**src/rtl/leds_pwm.sv**
```systemverilog
// leds_pwm: multi-channel LED driver (off / on / pwm / blink).
// Settings are double-buffered and applied at each PWM period wrap.
//
// Ports:
//   clk, rstn          clock, async active-low reset
//   wr, sel            one-cycle write strobe, channel index
//   mode, duty         00 off, 01 on, 10 pwm(duty), 11 blink
//   leds               registered LED drive, bit i = channel i
//   frame              one-cycle pulse after each PWM wrap
module leds_pwm #(
  parameter int NLEDS         = 3,
  parameter int PRESC         = 12,
  parameter int PWM_BITS      = 8,
  parameter int BLINK_PERIODS = 64,
  localparam int SW =
    (NLEDS > 1) ? $clog2(NLEDS) : 1
) (
  input  logic                clk,
  input  logic                rstn,
  input  logic                wr,
  input  logic [SW-1:0]       sel,
  input  logic [1:0]          mode,
  input  logic [PWM_BITS-1:0] duty,
  output logic [NLEDS-1:0]    leds,
  output logic                frame
);

  localparam int PSW =
    (PRESC > 1) ? $clog2(PRESC) : 1;
  localparam int BW =
    (BLINK_PERIODS > 1) ?
    $clog2(BLINK_PERIODS) : 1;

  logic [PSW-1:0]      presc;
  logic [PWM_BITS-1:0] pcnt;
  logic [BW-1:0]       bcnt;
  logic                phase;
  logic                tick;
  logic                wrap;
  logic                blast;

  logic [1:0]          sm [NLEDS];
  logic [PWM_BITS-1:0] sd [NLEDS];
  logic [1:0]          am [NLEDS];
  logic [PWM_BITS-1:0] ad [NLEDS];

  logic [NLEDS-1:0]    hit;
  logic [NLEDS-1:0]    leds_nxt;

  assign tick  = (presc == PSW'(PRESC - 1));
  assign wrap  = tick && (&pcnt);
  assign blast = (bcnt == BW'(BLINK_PERIODS - 1));

  // Out-of-range sel matches no channel.
  always_comb begin
    hit = '0;
    for (int i = 0; i < NLEDS; i++) begin
      hit[i] = wr && (sel == SW'(i));
    end
  end

  always_ff @(posedge clk or negedge rstn) begin
    if (!rstn) begin
      presc <= '0;
      pcnt  <= '0;
      bcnt  <= '0;
      phase <= 1'b0;
      frame <= 1'b0;
      leds  <= '0;
    end else begin
      presc <= tick ? '0 : presc + 1'b1;
      if (tick) begin
        pcnt <= pcnt + 1'b1;
      end
      frame <= wrap;
      leds  <= leds_nxt;
      if (wrap) begin
        if (blast) begin
          bcnt  <= '0;
          phase <= ~phase;
        end else begin
          bcnt <= bcnt + 1'b1;
        end
      end
    end
  end

  // A write landing on the wrap cycle goes
  // straight through to the active copy.
  always_ff @(posedge clk or negedge rstn) begin
    if (!rstn) begin
      for (int i = 0; i < NLEDS; i++) begin
        sm[i] <= 2'b00;
        sd[i] <= '0;
        am[i] <= 2'b00;
        ad[i] <= '0;
      end
    end else begin
      for (int i = 0; i < NLEDS; i++) begin
        if (hit[i]) begin
          sm[i] <= mode;
          sd[i] <= duty;
        end
        if (wrap) begin
          am[i] <= hit[i] ? mode : sm[i];
          ad[i] <= hit[i] ? duty : sd[i];
        end
      end
    end
  end

  always_comb begin
    leds_nxt = '0;
    for (int i = 0; i < NLEDS; i++) begin
      unique case (am[i])
        2'b00: leds_nxt[i] = 1'b0;
        2'b01: leds_nxt[i] = 1'b1;
        2'b10: leds_nxt[i] = (pcnt < ad[i]);
        2'b11: leds_nxt[i] = phase;
      endcase
    end
  end

endmodule

```
**config.mk**
```make
export PLATFORM = sky130hd
export DESIGN_NAME = leds_pwm
export DESIGN_NICKNAME = d
export VERILOG_FILES = /design/src/rtl/leds_pwm.sv
export SDC_FILE = /design/constraint.sdc
export NUM_CORES = 1
export LEC_CHECK = 0
export CORE_MARGIN = 1.5
export CORE_UTILIZATION = 35
export CTS_BUF_LIST = sky130_fd_sc_hd__clkbuf_16
export DETAILED_ROUTE_END_ITERATION = 16
export SKIP_CTS_REPAIR_TIMING = 1
export SLEW_MARGIN = 20
export SYNTH_ARGS = -nofsm -noshare
export SYNTH_HDL_FRONTEND = slang
export SYNTH_SLANG_ARGS = --single-unit
```
**constraint.sdc**
```tcl
create_clock -name clk -period 2.1 [get_ports clk]
set_clock_uncertainty 0.1 [all_clocks]
set_input_delay 0.21 -clock clk [delete_from_list [all_inputs] [get_ports clk]]
set_output_delay 0.21 -clock clk [all_outputs]
set_load 0.02 [all_outputs]
```
==> reports/qor.txt, run 1 <==
I/O Buffers: 18
Largest net degree at the start of global routing: 45
FP Rows: 37
CP Cell Sequence: ha_1 > a211oi_1 > nor2_1 > or4_1 > o21ai_0
Non-Filler Instances: 485
Top sig layer: met4
ANT nets after route: 0
Metal-1 WL: 3640 um
Clock slew at reported path FFs: 0.06 ns
Minimum clock period: 1.91 ns
Die area: 11300 sq um
P per Cell Area: 818 nW/um^2
Commonest cells after routing, fill and taps aside: dfrtp_1 (83), o21ai_0 (37), mux2_2 (37)
Post-Syn Area: 3730 sq um
Routability cong.: 0.744
Delay of the slowest critical-path stage: 0.45 ns
Yosys Warn Count: 0
Dpl hpwl: 4990 um
Max Fclk: 525 MHz
Vias in the first global route: 2341
Final Hold Fails: 0
Placed cell count: 467
Die height: 106 um
Tcrit/Tclk final: 90.8%
Max Cap Viol: 0
Met2 WL: 3200 um
Slew headroom: 62.9%
Antenna violations before repair: 0
Lkg Pwr: 0.00210 uW
Global-route wire length before repair: 11900 um
Bufs and invs on worst path: 0
Final WL: 7150 um
Layout cells sized above 1: 19.2%
Crit. End Element: flop
Die X: 106 um
Synth area leader: dfrtp_1
Worst-Margin Slew: 0.557 ns
Syn Inst Count: 314
CTS sink count: 83
DRT Pass-1 Iters: 4
Syn Nets: 353
Post-Layout Inst Area: 4420 sq um
Vias/cell: 4.77
TritonCTS clock tree: done
CTS H-tree lvls: 3
Worst VDD drop: 414 uV
Top FF cell, synth: dfrtp_1
CTS Buf Count: 9
Via count: 2312
Max Root-Sink Buffers: 2
Mean Syn Cell Area: 11.9 sq um
Top-area cell type share of the netlist area: 55.6%
Wire per inst: 14.7 um
Clock root buffer: clkbuf_16
Unrepaired setup endpoints after global routing: false
Critical path peak fanout: 6
FFs w/ async S/R, synth: 100%
Critical path data required time: 2.23 ns
N_diodes: 0
Number of synthesized flops with an enable pin: 0
CP Depth: 5
GRT Total Usage: 13.8%
GR Overflow Total: 0
DRC: 0
Family with the most delay on the worst path: simple AND/OR/NAND/NOR gates
DRT iter0 DRCs: 82
P&R area growth vs syn: 18.4%
Worst-Skew Late Latency: 0.33 ns
CP startpoint kind: flop
Synth cell types: 32
Placement Cell Area: 4080 sq um
Final TNS setup: 0 ns
Top Ports: 19
Wire length on met3: 230 um
CP Class: reg2reg
Outcome: completed
Top post-synthesis cells by area: dfrtp_1 (56%), mux2_2 (11%), ha_1 (8.0%)
Starting density of the core: 36.2%
CORE AREA: 10300 sq um
Worst Path Arrival: 2.04 ns
Final setup viols: 0
Commonest non-fill, non-tap cell in the layout: dfrtp_1
Layout Nets: 383
Slowest stage cell, crit path: dfrtp_1
Synthesis-stage register bit count: 83
Worst R2R Path Depth: 5
Max Transition Viols Final: 0
Hold Path Class: in2async
Register area share after synthesis: 55.6%
Fill cell count: 936
[per-layer routing]
layer  global-route usage [%]  up-vias
met5                        0        -
met4                     4.92        0
met3                     3.86        5
met2                     20.4       32
met1                     19.4     1126
li1                         -     1149
[logic make-up after synthesis]
group / after synthesis / share of synthesized area (%)
multiplexers: 37 / 11.2
XOR/XNOR: 11 / 2.58
AND/OR/NAND/NOR: 67 / 8.51
buffers and inverters: 37 / 4.99
flip-flops: 83 / 55.6
AO/OA/AOI/OAI: 55 / 9.11
adder cells (fa/ha/maj): 24 / 8.04
[registers in the layout, indices dropped and copies added (netlist names)]
| signal | count |
|---|---|
| sm | 6 |
| am | 6 |
| sd | 24 |
| leds | 3 |
| presc | 4 |
| bcnt | 6 |
| phase | 1 |
| frame | 1 |
| ad | 24 |
| pcnt | 8 |
[cells in the mapped netlist (3+ instances only)]
cell type	number
a211oi_1	9
and3_1	5
buf_2	4
dfrtp_1	83
ha_1	24
inv_1	27
mux2_2	37
nand2_1	35
nand4_1	4
nor2_1	11
o211ai_1	4
o21ai_0	37
xnor2_1	8
xor2_1	3
[worst register-to-register path: stages (launching register included)]
cell	delay, ns
dfrtp_1	0.45
ha_1	0.34
a211oi_1	0.23
nor2_1	0.07
or4_1	0.39
o21ai_0	0.22
[per-stage QoR]
| step | setup slack [ns] | hold WS [ns] | util, % | total power, uW |
|---|---|---|---|---|
| after floorplan | 0.405 | -0.186 | - | 1890 |
| after global placement | 0.160 | 0.136 | 39.5 | 1990 |
| after detailed placement | 0.123 | 0.141 | 39.5 | 2000 |
| after CTS | 0.115 | -0.219 | 42.6 | 3660 |
| after global routing | 0.0214 | 0.372 | 42.8 | 3780 |
| final | 0.194 | 0.309 | 42.8 | 3620 |
[power by group]
group | internal (uW) | switching, uW
clock network | 1040 | 616
registers | 1710 | 24.4
logic | 121 | 111
[cell type report]
type / count / area, sq um / area share [%]
clock buffer: 9 / 225 / 5.09
clock inverter: 7 / 93.8 / 2.12
inverter: 27 / 101 / 2.29
multi-input combinational: 195 / 1480 / 33.5
tap: 136 / 170 / 3.85
sequential: 83 / 2080 / 47.0
timing repair buffer: 28 / 272 / 6.14
[final timing paths]
path / start / endpoint / slack (ns)
max: pcnt[5] / leds[2] / 0.19
min: rstn / frame / 0.31
max reg2reg: pcnt[5] / leds[2] / 0.19
min reg2reg: presc[0] / presc[0] / 0.36
max in group asynchronous: rstn / sm[2] / 0.96
min in group clk: presc[0] / presc[0] / 0.36
Note: power is estimated with default switching activity, not from simulation.
==> inputs of run 2 (changes only) <==
CTS_CLUSTER_SIZE = 25   (was unset)
GPL_TIMING_DRIVEN = 0   (was unset)
==> run 2 against run 1 <==
Sequential share of layout area increased by 0.13 points; power decreased by 3.2%; via count increased by 3.5%; non-clock buffer count increased by 2; count of clock-buffer cells in the layout unchanged; combinational power increased by 3%; critical path depth unchanged; routed wire length increased by 0.70%; sequential cell count unchanged; die area unchanged; sequential power about the same; largest power group unchanged.
==> reports/qor.txt, run 2 (same netlist as run 1, synthesis figures left out) <==
Die area: 11300 sq um
CP Cell Sequence: ha_1 > and4b_1 > and4_4 > clkbuf_1 > o21ai_0
DRC: 0
Worst-Skew Late Latency: 0.34 ns
CP startpoint kind: flop
CTS Buf Count: 9
Vias/cell: 4.93
Crit. End Element: flop
Routability cong.: 0.821
Die X: 106 um
Dpl hpwl: 5100 um
Setup ws final: 0.138 ns
Via count: 2394
Clock slew at reported path FFs: 0.06 ns
Placed cell count: 469
Clock root buffer: clkbuf_16
Family with the most delay on the worst path: simple AND/OR/NAND/NOR gates
Max Transition Viols Final: 0
Total power: 3500 uW
CTS sink count: 83
Minimum clock period: 1.96 ns
Worst hold slack: 0.266 ns
CP Class: reg2reg
Commonest non-fill, non-tap cell in the layout: dfrtp_1
CTS H-tree lvls: 3
DP Worst Slack: 0.0471 ns
I/O Buffers: 18
Non-Filler Instances: 486
CORE AREA: 10300 sq um
Unrepaired setup endpoints after global routing: false
Bufs and invs on worst path: 1
Final setup viols: 0
GR Overflow Total: 0
Final core occ: 42.7%
Slowest stage cell, crit path: clkbuf_1
Worst-Margin Slew: 0.519 ns
P&R area growth vs syn: 18.0%
Largest net degree at the start of global routing: 49
Vias in the first global route: 2466
N_diodes: 0
Slew headroom: 65.4%
Starting density of the core: 36.2%
DRT Pass-1 Iters: 4
Outcome: completed
Max Cap Viol: 0
Antenna violations before repair: 0
ANT nets after route: 0
Hold Path Class: in2async
Die height: 106 um
Worst VDD drop: 360 uV
FP Rows: 37
Max Fclk: 510 MHz
Max Root-Sink Buffers: 2
Tcrit/Tclk final: 93.4%
Lkg Pwr: 0.00210 uW
GRT Total Usage: 14.2%
Final Hold Fails: 0
Wire per inst: 14.8 um
Worst Path Arrival: 2.06 ns
Final WL: 7200 um
Layout Nets: 384
TritonCTS clock tree: done
Critical path peak fanout: 10
Global-route wire length before repair: 12200 um
Top Ports: 19
DRT iter0 DRCs: 146
Delay of the slowest critical-path stage: 0.43 ns
Layout cells sized above 1: 18.6%
Largest regs: ad: 24 flops, sd: 24 flops, pcnt: 8 flops
Commonest cells after routing, fill and taps aside: dfrtp_1 (83), o21ai_0 (37), mux2_2 (37)
P per Cell Area: 794 nW/um^2
Critical path data required time: 2.20 ns
[run 2: changes by cell type in the layout (fill, tap and decap cells not counted)]
cell,before,now
and4_2,1,0
buf_16,0,1
buf_2,0,4
buf_4,8,3
buf_8,0,1
bufinv_16,2,1
clkbuf_1,0,1
clkinv_4,2,1
inv_1,28,30
[run 2: area by class of cell]
class	count	area, sq um
Multi-Input combinational cell	194	1470
Inverter	27	101
Tap cell	136	170
Fill cell	946	5920
Sequential cell	83	2080
Clock inverter	7	62.6
Clock buffer	9	225
Timing Repair Buffer	20	215
Buffer	10	85.1
[run 2: worst paths after layout]
path | start | to | slack [ns] | cells past startpoint
min in group clk | presc[0] | presc[0] | 0.36 | 1
worst max-delay path | presc[0] | ad[11] | 0.14 | 5
worst max register to register | presc[0] | ad[11] | 0.14 | 5
max in group asynchronous | rstn | ad[5] | 1.06 | 3
worst min register to register | presc[0] | presc[0] | 0.36 | 1
worst min-delay path | rstn | ad[19] | 0.27 | 2
[run 2: where the power goes]
| part | total (uW) | switching (uW) | internal [uW] | leakage [uW] |
|---|---|---|---|---|
| combinational | 238 | 116 | 122 | 0.00102 |
| sequential | 1730 | 24.1 | 1710 | 0.000930 |
| clock | 1530 | 626 | 908 | 0.000149 |
[run 2: layer usage]
| metal | part of all wire [%] | vias up | track usage [%] |
|---|---|---|---|
| met1 | 48 | 1192 | 18.2 |
| li1 | - | 1151 | - |
| met5 | 0 | - | 0 |
| met3 | 3.0 | 18 | 3.13 |
| met4 | 2.6 | 0 | 6.47 |
| met2 | 46 | 33 | 22.8 |
[run 2: through the flow]
| stage | TNS, ns | instance area [sq um] |
|---|---|---|
| after global routing | 0 | 4410 |
| after CTS | 0 | 4400 |
| final | 0 | 4410 |
| after detailed placement | 0 | 4110 |
| after floorplan | 0 | 3730 |
| after global placement | -183.12 | 4090 |
==> inputs of run 3 (changes only) <==
CORE_MARGIN = 2   (was 1.5)
==> run 3 against run 2 <==
Critical path depth unchanged; count of clock-buffer cells in the layout is the same; highest routed layer unchanged; register-to-register slack improved by 0.02 ns; combinational power is essentially flat; final area increased by 0.71%; first-iteration DRC count is 30% lower; sequential share of layout area decreased by 0.33 points; power rose by 3.6%.
==> reports/qor.txt, run 3 (same netlist as run 1, synthesis figures left out) <==
Outcome: completed
FP Rows: 37
Vias in the first global route: 2373
CTS sink count: 83
Via count: 2365
Tcrit/Tclk final: 92.5%
I/O Buffers: 18
Critical path data required time: 2.19 ns
Clock root buffer: clkbuf_16
Max Transition Viols Final: 0
Crit. End Element: flop
Largest net degree at the start of global routing: 47
Clock slew at reported path FFs: 0.06 ns
Commonest cells after routing, fill and taps aside: dfrtp_1 (83), o21ai_0 (37), mux2_2 (37)
CP Class: reg2reg
Final setup viols: 0
Layout Nets: 384
Starting density of the core: 36.2%
CORE AREA: 10300 sq um
TritonCTS clock tree: done
DRT Pass-1 Iters: 6
DRT iter0 DRCs: 102
Final Hold Fails: 0
CTS Buf Count: 9
Final WL: 7100 um
GRT busiest layer: met2
Max Cap Viol: 0
GRT met3 Usage: 2.60%
Antenna violations before repair: 0
DP Worst Slack: 0.0404 ns
Die area: 11500 sq um
Worst Path Arrival: 2.03 ns
Lkg Pwr: 0.00211 uW
Die height: 107 um
Dpl hpwl: 5090 um
Worst-Margin Slew: 0.507 ns
Commonest non-fill, non-tap cell in the layout: dfrtp_1
Placed cell count: 469
DRC: 0
Routability cong.: 0.889
Minimum clock period: 1.94 ns
Max Root-Sink Buffers: 2
P&R area growth vs syn: 18.9%
CTS H-tree lvls: 3
Wire per inst: 14.6 um
CP startpoint kind: flop
Worst-Skew Late Latency: 0.34 ns
Unrepaired setup endpoints after global routing: false
GRT Total Usage: 13.3%
N_diodes: 0
Layout cells sized above 1: 19.1%
Max Fclk: 515 MHz
Top Ports: 19
Global Route met1 Usage: 17.2%
Critical path peak fanout: 10
Worst VDD drop: 342 uV
Setup ws final: 0.159 ns
Met2 usage: 21.0%
Hold Path Class: in2async
GR Overflow Total: 0
Global-route wire length before repair: 11700 um
Largest regs: ad: 24 flops, sd: 24 flops, pcnt: 8 flops
Slew headroom: 66.2%
P per Cell Area: 817 nW/um^2
Die X: 107 um
Vias/cell: 4.87
Non-Filler Instances: 486
Final TNS setup: 0 ns
ANT nets after route: 0
==> run 3: changes by cell type in the layout (fill, tap and decap cells not counted), sizes merged <==
cell / change
inv: -2
bufinv: +1
clkinv: +1
==> run 3: worst paths after layout <==
check                      slack (ns)  depth (start not counted)  startpoint  endpoint
min in group clk                 0.37                          1    presc[0]  presc[0]
min                              0.30                          2        rstn    sd[18]
min reg2reg                      0.37                          1    presc[0]  presc[0]
max reg2reg                      0.16                          5    presc[0]     am[5]
max                              0.16                          5    presc[0]     am[5]
max in group asynchronous        1.01                          3        rstn     ad[4]
==> run 3: final cells by class <==
class                      instances  area [sq um]
fill                             969          5880
sequential                        83          2080
multi-input combinational        194          1470
clock buffer                       9           225
timing repair buffer              20           215
tap                              136           170
inverter                          27           101
clock inverter                     7          93.8
buffer                            10          85.1
==> run 3: routing by layer <==
layer  wire, um  share of wire (%)
met1       3500                 49
met2       3230                 46
met3        187                2.6
met4        183                2.6
met5          0                  0
==> run 3: power by group <==
part	total (uW)	internal [uW]	switching, uW
clock	1660	1040	623
sequential	1730	1710	24.2
combinational	235	121	114
total	3630	2870	761
==> run 3: critical path: stages (launching register included) <==
cell and delay (ns):
dfrtp_1 0.37, ha_1 0.22, and4b_1 0.26, and4_4 0.28
clkbuf_1 0.40, o21ai_0 0.17
==> run 3: metrics by stage <==
| stage | util (%) | total power (uW) | instance area, sq um | hold slack, ns |
|---|---|---|---|---|
| 2_1_floorplan | - | 1890 | 3730 | -0.186 |
| 3_3_place_gp | 39.6 | 1980 | 4090 | 0.347 |
| 3_5_place_dp | 39.8 | 2000 | 4110 | 0.117 |
| 4_1_cts | 42.9 | 3680 | 4430 | -0.243 |
| 5_1_grt | 43.0 | 3760 | 4440 | 0.340 |
| 6_report | 43.0 | 3630 | 4440 | 0.297 |
